## src/rtl/injection_scheduler.sv

```systemverilog
// Packet injector from a PE network interface into a router local port: round-robin VC pick, HEAD/BODY/TAIL segmentation,
// flit-by-flit on_off backpressure. `INJ_STATS_EN adds saturating packet/flit/stall counters.
module injection_scheduler #(
    parameter int VC_NUM           = 2,
    parameter int MAX_PKT_LEN      = 8,
    parameter int DEST_ADDR_SIZE_X = 4,
    parameter int DEST_ADDR_SIZE_Y = 4,
    parameter int BT_PAYLOAD_SIZE  = 16,
    localparam int VC_W            = (VC_NUM > 1) ? $clog2(VC_NUM) : 1,
    localparam int LEN_W           = $clog2(MAX_PKT_LEN + 1),
    localparam int FLIT_W          = 2 + VC_W + BT_PAYLOAD_SIZE
) (
    input  logic                        clk,
    input  logic                        rst,
    input  logic                        pkt_valid_i,
    output logic                        pkt_ready_o,
    input  logic [DEST_ADDR_SIZE_X-1:0] pkt_dest_x_i,
    input  logic [DEST_ADDR_SIZE_Y-1:0] pkt_dest_y_i,
    input  logic [LEN_W-1:0]            pkt_len_i,
    input  logic                        pl_valid_i,
    input  logic [BT_PAYLOAD_SIZE-1:0]  pl_i,
    output logic                        pl_ready_o,
    output logic [FLIT_W-1:0]           data_o,
    output logic                        valid_flit_o,
    input  logic [VC_NUM-1:0]           on_off_i,
    input  logic [VC_NUM-1:0]           is_allocatable_i,
    output logic                        busy_o
`ifdef INJ_STATS_EN
    ,
    output logic [31:0]                 stat_pkts_o,
    output logic [31:0]                 stat_flits_o,
    output logic [31:0]                 stat_stall_o
`endif
);

    localparam int HEAD_PL_W = BT_PAYLOAD_SIZE - DEST_ADDR_SIZE_X - DEST_ADDR_SIZE_Y;

    typedef enum logic [1:0] {
        LBL_HEAD     = 2'b00,
        LBL_BODY     = 2'b01,
        LBL_TAIL     = 2'b10,
        LBL_HEADTAIL = 2'b11
    } flit_label_e;

    // HEAD/HEADTAIL payload field is {dest_x, dest_y, low HEAD_PL_W bits of pl_i}.
    typedef struct packed {
        flit_label_e                label;
        logic [VC_W-1:0]            vc_id;
        logic [BT_PAYLOAD_SIZE-1:0] data;
    } flit_t;

    typedef enum logic {
        ST_IDLE = 1'b0,
        ST_SEND = 1'b1
    } state_e;

    state_e                      r_state;
    state_e                      w_state_nxt;
    logic [VC_W-1:0]             r_vc;
    logic [VC_W-1:0]             r_last_vc;
    logic [DEST_ADDR_SIZE_X-1:0] r_dest_x;
    logic [DEST_ADDR_SIZE_Y-1:0] r_dest_y;
    logic [LEN_W-1:0]            r_len;
    logic [LEN_W-1:0]            r_cnt;
    flit_t                       r_flit;
    logic                        r_flit_vld;

    logic                        w_pkt_hs;
    logic                        w_pl_hs;
    logic                        w_last;
    logic [VC_W-1:0]             w_sel_vc;
    logic                        w_sel_found;
    logic [LEN_W-1:0]            w_len_clamped;
    flit_t                       w_flit;

    assign w_len_clamped = (pkt_len_i == '0)                  ? LEN_W'(1) :
                           (pkt_len_i > LEN_W'(MAX_PKT_LEN)) ? LEN_W'(MAX_PKT_LEN) :
                                                                pkt_len_i;

    assign w_last = (r_cnt == r_len - LEN_W'(1));

    // Round-robin: first allocatable VC strictly after the last one used, wrapping.
    always_comb begin
        w_sel_vc    = '0;
        w_sel_found = 1'b0;
        for (int k = 1; k <= VC_NUM; k++) begin
            if (!w_sel_found && is_allocatable_i[(int'(r_last_vc) + k) % VC_NUM]) begin
                w_sel_vc    = VC_W'((int'(r_last_vc) + k) % VC_NUM);
                w_sel_found = 1'b1;
            end
        end
    end

    always_ff @(posedge clk or negedge rst) begin
        if (!rst) begin
            r_state <= ST_IDLE;
        end else begin
            r_state <= w_state_nxt;
        end
    end

    always_comb begin
        w_state_nxt = r_state;
        pkt_ready_o = 1'b0;
        pl_ready_o  = 1'b0;
        w_pkt_hs    = 1'b0;
        w_pl_hs     = 1'b0;
        case (r_state)
            ST_IDLE: begin
                pkt_ready_o = |is_allocatable_i;
                w_pkt_hs    = pkt_valid_i && (|is_allocatable_i);
                if (w_pkt_hs) begin
                    w_state_nxt = ST_SEND;
                end
            end
            ST_SEND: begin
                pl_ready_o = on_off_i[r_vc];
                w_pl_hs    = pl_valid_i && on_off_i[r_vc];
                if (w_pl_hs && w_last) begin
                    w_state_nxt = ST_IDLE;
                end
            end
            default: w_state_nxt = ST_IDLE;
        endcase
    end

    always_comb begin
        w_flit       = '0;
        w_flit.vc_id = r_vc;
        if (r_len == LEN_W'(1)) begin
            w_flit.label = LBL_HEADTAIL;
        end else if (r_cnt == '0) begin
            w_flit.label = LBL_HEAD;
        end else if (w_last) begin
            w_flit.label = LBL_TAIL;
        end else begin
            w_flit.label = LBL_BODY;
        end
        if (w_flit.label == LBL_HEAD || w_flit.label == LBL_HEADTAIL) begin
            w_flit.data = {r_dest_x, r_dest_y, pl_i[HEAD_PL_W-1:0]};
        end else begin
            w_flit.data = pl_i;
        end
    end

    always_ff @(posedge clk or negedge rst) begin
        if (!rst) begin
            r_vc       <= '0;
            r_last_vc  <= VC_W'(VC_NUM - 1);
            r_dest_x   <= '0;
            r_dest_y   <= '0;
            r_len      <= LEN_W'(1);
            r_cnt      <= '0;
            r_flit     <= '0;
            r_flit_vld <= 1'b0;
        end else begin
            r_flit_vld <= w_pl_hs;
            if (w_pl_hs) begin
                r_flit <= w_flit;
            end
            if (w_pkt_hs) begin
                r_vc      <= w_sel_vc;
                r_last_vc <= w_sel_vc;
                r_dest_x  <= pkt_dest_x_i;
                r_dest_y  <= pkt_dest_y_i;
                r_len     <= w_len_clamped;
                r_cnt     <= '0;
            end else if (w_pl_hs) begin
                r_cnt <= w_last ? '0 : r_cnt + LEN_W'(1);
            end
        end
    end

    assign data_o       = r_flit;
    assign valid_flit_o = r_flit_vld;
    assign busy_o       = (r_state == ST_SEND);

`ifdef INJ_STATS_EN
    logic [31:0] r_stat_pkts;
    logic [31:0] r_stat_flits;
    logic [31:0] r_stat_stall;
    logic        w_stall;

    assign w_stall = (r_state == ST_SEND) && pl_valid_i && !on_off_i[r_vc];

    always_ff @(posedge clk or negedge rst) begin
        if (!rst) begin
            r_stat_pkts  <= '0;
            r_stat_flits <= '0;
            r_stat_stall <= '0;
        end else begin
            if (w_pkt_hs && r_stat_pkts != '1) begin
                r_stat_pkts <= r_stat_pkts + 32'd1;
            end
            if (w_pl_hs && r_stat_flits != '1) begin
                r_stat_flits <= r_stat_flits + 32'd1;
            end
            if (w_stall && r_stat_stall != '1) begin
                r_stat_stall <= r_stat_stall + 32'd1;
            end
        end
    end

    assign stat_pkts_o  = r_stat_pkts;
    assign stat_flits_o = r_stat_flits;
    assign stat_stall_o = r_stat_stall;
`endif

endmodule

```

## config.mk

```make
export PLATFORM = sky130hd
export DESIGN_NAME = injection_scheduler
export DESIGN_NICKNAME = d
export VERILOG_FILES = /design/src/rtl/injection_scheduler.sv
export SDC_FILE = /design/constraint.sdc
export NUM_CORES = 1
export LEC_CHECK = 0
export ABC_AREA = 1
export CORE_UTILIZATION = 30
export DETAILED_ROUTE_END_ITERATION = 7
export GPL_TIMING_DRIVEN = 0
export HOLD_SLACK_MARGIN = 0.15
export PLACE_DENSITY_LB_ADDON = 0.3
export SLEW_MARGIN = 10
export SYNTH_ARGS = -nofsm -noshare
export SYNTH_HDL_FRONTEND = slang
export SYNTH_SLANG_ARGS = --single-unit
```

## constraint.sdc

```tcl
create_clock -name clk -period 4.5 [get_ports clk]
set_input_delay 0.45 -clock clk [delete_from_list [all_inputs] [get_ports clk]]
set_output_delay 0.45 -clock clk [all_outputs]
set_load 0.01 [all_outputs]
```

Yosys cells after proc, flatten, opt, wreduce, memory -nomap -nowiden --
Cells that the tools add are included.
Storage, ports and cells: register bits 39, input bits 36, word-level logic and storage cells 63
Operators by class: $add $sub $neg 4, magnitude comparators 4, eq/ne operators 3, mux-type cells 27, bitwise operators 3, reductions and logical operators 11
Operators with widths (number):
- 4-bit two-way mux | 5
- 1-bit two-way mux | 17
- 16-bit two-way mux | 1
- 4-bit logical NOT | 2
- 2-bit by 3-bit less-than comparator with 1-bit output (second input constant) | 2
- 2-bit two-way mux | 3
- 4-bit by 1-bit adder with 4-bit output (second input constant) | 1
- 4-bit by 1-bit equality test with 1-bit output (second input constant) | 1
- 4-bit equality test | 1
- 4-bit greater-than comparator (second input constant) | 1
- 1-bit logical AND | 4
- 4-bit by 1-bit subtractor with 4-bit output (second input constant) | 1
- 1-bit adder (second input constant) | 2
- 1-bit bitwise AND (first input constant) | 2
- 2-bit equality test (second input constant) | 1
- 2-bit logical NOT | 1
- 1-bit by 2-bit less-than comparator with 1-bit output (second input constant) | 1
- 1-bit case mux with 2 select lines | 1
- 2-bit nonzero test | 1
- 2-bit OR reduction | 1
- 1-bit logical NOT | 1
- 1-bit logical OR | 1
- 1-bit inverter | 1

Depth between registers and ports, before layout --
Gate-level depths: netlist of run 1.
depth in word-level cells 9, depth in mapped cells 11, depth with buffers taken out 10

Worst setup path after synthesis of run 1 --
No wires, ideal clock.
path type register to register, start register r_len[0], end register r_state (netlist: busy_o), library setup time 0.120 ns, arrival time 1.431 ns, slack 2.948 ns, stages on the path, launching flop included 8, period minus slack after synthesis 1.552 ns, cell sequence dfstp_2 > inv_1 > ha_1 > xnor2_1 > nor2_2 > nand3_4 > o21ai_1 > nand2_1
Between the ends: word-level cells in the longest chain between the ends 5
RTL lines:
- start, declared | RTL line 63 | logic [LEN_W-1:0] r_len;
- start signal, assigned | RTL line 166 | r_len <= w_len_clamped;
- 4-bit by 1-bit subtractor with 4-bit output | RTL line 80 | assign w_last = (r_cnt == r_len - LEN_W'(1));
- 4-bit equality test | RTL line 80
- 1-bit logical AND | RTL line 119 | if (w_pl_hs && w_last) begin
- 1-bit two-way mux | RTL line 119
- 1-bit case mux with 2 select lines | RTL line 108 | case (r_state)
- via w_state_nxt | RTL line 58 | state_e w_state_nxt;
- end signal, assigned | RTL line 98 | r_state <= w_state_nxt;
- end, declared | RTL line 57 | state_e r_state;
The timed path passes the listed nets, and every way through them passes these cells. A chain may end at the register's enable or synchronous reset.

Worst setup path after layout of run 1 --
start input on_off_i[1], end output pl_ready_o
Between the ends: word-level cells in the longest chain between the ends 3
RTL lines:
- start, declared | RTL line 25 | input logic [VC_NUM-1:0] on_off_i,
- 1-bit two-way mux (not written as such) (2 in series) | RTL line 117 | pl_ready_o = on_off_i[r_vc];
- 1-bit two-way mux | RTL line 108
- end, declared | RTL line 22 | output logic pl_ready_o,
Every way passes these cells. The select of a mux whose other input is x is not followed.

==> results by group, run 1 <==
STA
  • Max Fclk: 0.472 GHz
  • Hold WS: 0.473 ns
  • Fin. Hold Viols: 0
  • Setup Viol. Count Final: 0
  • Setup_tns: 0 ns
  • Pin slew with the least headroom to its limit: 0.383 ns
  • RSZ-0062 raised after global routing: false
  • Relative slew slack: 74.4%
  • Period minus WS final: 2.12 ns
  • Final period util: 47.1%
  • Post-route worst setup slack: 2.38 ns
  • Layout Skew: 0.00957 ns
  • Max Slew Vio Count: 0

Yosys
  • Synth Net Count: 260
  • Synthesized cell area: 1860 um^2
  • Register area share after synthesis: 52.6%
  • Mean Syn Cell Area: 8.46 um^2
  • Synth unique cells: 29
  • Seq cells post-synth: 39
  • Ys Warns: 0
  • Gate Count Post-Synth: 220

Setup path
  • Crit Path Max Fanout: 2
  • Register-to-Register Path Depth: 7
  • Startpoint types: input port
  • Crit. End Element: output port
  • Worst R2R Start: r_len[0]
  • Flop-to-flop setup slack: 2.80 ns
  • WP data arrival: 1.67 ns
  • Critical Path RT: 4.05 ns
  • Crit path capture: pl_ready_o
  • Setup Crit Path Kind: input port to output port
  • Reg2reg end: busy_o
  • Worst Setup SP: on_off_i[1]

Route
  • Drt total wl: 4190 um
  • Per-cell routed wire length: 11.6 um
  • Remaining DRCs: 0
  • Via count: 1,592
  • Via/cell ratio: 4.39
  • First DRT Iteration DRCs: 35
  • Routed Antenna Nets: 0
  • Number of detailed-route iterations in the first pass: 4

Placement
  • DP Cell Count: 354
  • DPL Wire Length: 3180 um
  • I/O Buffers: 58
  • Routability Congestion: 0.826
  • Placed Area: 2550 um^2
  • Setup WS pre-CTS: 2.39 ns

Clock network
  • Clk buf depth: 2
  • Post-CTS Resized: 0
  • CTS tree: done
  • Setup repair bufs after CTS: 0
  • Clk sinks: 39
  • Clock insertion delay at the later pin of the skew report: 0.30 ns
  • Clock-pin slew on the worst setup and hold paths: 0.07 ns
  • Max H-tree Level: 2
  • TritonCTS Buffers: 5
  • CTS Root Cell: clkbuf_8

Final layout
  • Area delta synth->final: 43.6%
  • Final #Nets: 327
  • Diodes inserted: 0
  • Post-route insts no fill: 363
  • Core Util, Final: 44.9%
  • Final instance area: 2670 um^2
  • Layout cells sized above 1: 13.5%
  • Fillers: 613

GRT
  • Total GRT Usage: 14.0%
  • First-pass GRT wire length: 6820 um
  • Antenna violations before repair: 0
  • Vias in the first global route: 1,491
  • Largest net degree at the start of global routing: 26
  • Grt ovf: 0

Die
  • Die H: 80.8 um
  • Die width: 80.8 um
  • # rows: 28
  • I/O pins: 59
  • Total core area: 5960 um^2
  • Die area: 6520 um^2
  • Starting Density: 31.3%

Job
  • Max-capacitance violation count: 0

Power
  • Static Leak: 1.30 nW
  • Total Power: 1.70 mW
  • Cell Pwr Density: 637 nW/um^2
  • VDD IR max: 296 uV

Run status
  • Outcome: finished, final reports clean

Hold path
  • Min-delay worst type: register to register
[report_power, final]
part	switching, mW	internal [mW]	total [mW]	leakage [nW]
combinational	0.414	0.375	0.790	0.765
sequential	0.103	0.517	0.620	0.480
clock	0.129	0.165	0.294	0.0581
total	0.647	1.06	1.70	1.30
[flip-flops by register name, indices dropped and copies added (netlist names), 4 cells and up]
signal    flops
data_o       19
r_cnt         4
r_dest_x      4
r_dest_y      4
r_len         4
[kinds of logic after synthesis]
family | after synthesis | synth area share, %
compound gates | 27 | 7.73
xor+xnor | 3 | 1.41
fa+ha+maj | 4 | 2.69
buf+inv | 25 | 5.91
flops | 39 | 52.6
simple gates | 122 | 29.7
[layout make-up]
class                           instances  area [um^2]  share of cell area [%]
Buffer                                  6         38.8                    1.45
Clock buffer                            5         68.8                    2.57
Clock inverter                          3         43.8                    1.64
Inverter                               19         71.3                    2.67
Multi-Input combinational cell        156          773                    28.9
Sequential cell                        39          978                    36.6
Tap cell                               75         93.8                    3.51
Timing Repair Buffer                   60          606                    22.6
[worst min-delay path by stage]
| stage | from | endpoint | slack, ns | cells past startpoint |
|---|---|---|---|---|
| global route | data_o[3] | data_o[3] | 0.49 | 2 |
| finish | data_o[3] | data_o[3] | 0.47 | 2 |
| CTS | r_last_vc | r_last_vc | 0.47 | 2 |
| detailed placement | rst | r_len[1] | 0.40 | 1 |
| global placement | data_o[4] | data_o[4] | 0.46 | 2 |
| floorplan | rst | busy_o | 0.15 | 0 |
[critical path, stage by stage]
cell and delay [ns]:
clkdlybuf4s50_1 0.45, nand2_1 0.07, a21oi_1 0.15, clkdlybuf4s50_1 0.55
[layer usage]
layer | up-vias | share of wire [%] | global-route usage (%)
li1 | 832 | - | -
met1 | 704 | 47 | 17.2
met2 | 50 | 45 | 23.1
met3 | 6 | 6.2 | 3.82
met4 | 0 | 1.5 | 6.25
met5 | - | 0 | 0
[cells in the mapped netlist, drive strengths merged]
master / number / area [um^2]
ha: 4 / 50.1
nand4: 5 / 31.3
or2: 3 / 18.8
inv: 19 / 71.3
dfstp: 2 / 52.6
nand2: 92 / 368
nand3: 6 / 47.6
o22ai: 3 / 18.8
xnor2: 1 / 8.76
dfrtp: 37 / 926
o21ai: 19 / 95.1
a21oi: 3 / 15.0
buf: 6 / 38.8
nor2: 15 / 80.1
a21boi: 1 / 7.51
xor2: 2 / 17.5
nand3b: 1 / 7.51
o21a: 1 / 7.51
[cell usage in the layout, fill, tap and decap left out, types with 4 or more instances in the layout]
master,instances
inv_2,7
clkdlybuf4s50_1,57
ha_1,4
o21ai_1,18
nand3_1,4
clkbuf_8,5
nor2_1,11
nand2_1,85
buf_2,5
nand2_2,6
inv_1,12
dfrtp_1,37
nand4_1,5
[timing repair]
| action | in CTS | in global routing |
|---|---|---|
| endpoints found under the hold margin | 13 | 0 |
| hold buffers | 1 | 0 |
| endpoints found under the setup margin | 0 | 0 |
Power figures use the tool's default switching activity.
==> run 2, diff against run 1 <==
==> constraint.sdc (replaced) <==
create_clock -name clk -period 1.8 [get_ports clk]
set_input_delay 0.18 -clock clk [delete_from_list [all_inputs] [get_ports clk]]
set_output_delay 0.18 -clock clk [all_outputs]
set_load 0.01 [all_outputs]
==> results of run 2 <==
The final DEF is identical to that of run 1. Status: finished, final reports clean.
Main changes from that run: setup slack after placement 2.39 ns -> 0.123 ns; clock-pin slew on the worst setup and hold paths 0.07 ns -> 0.08 ns; setup slack after layout 2.38 ns -> 0.0953 ns; hold slack 0.473 ns -> 0.339 ns; start point of the critical path on_off_i[1] -> r_vc; register-to-register setup slack 2.80 ns -> 0.1 ns; total power 1.70 mW -> 4.26 mW; worst IR drop on VDD 296 uV -> 739 uV
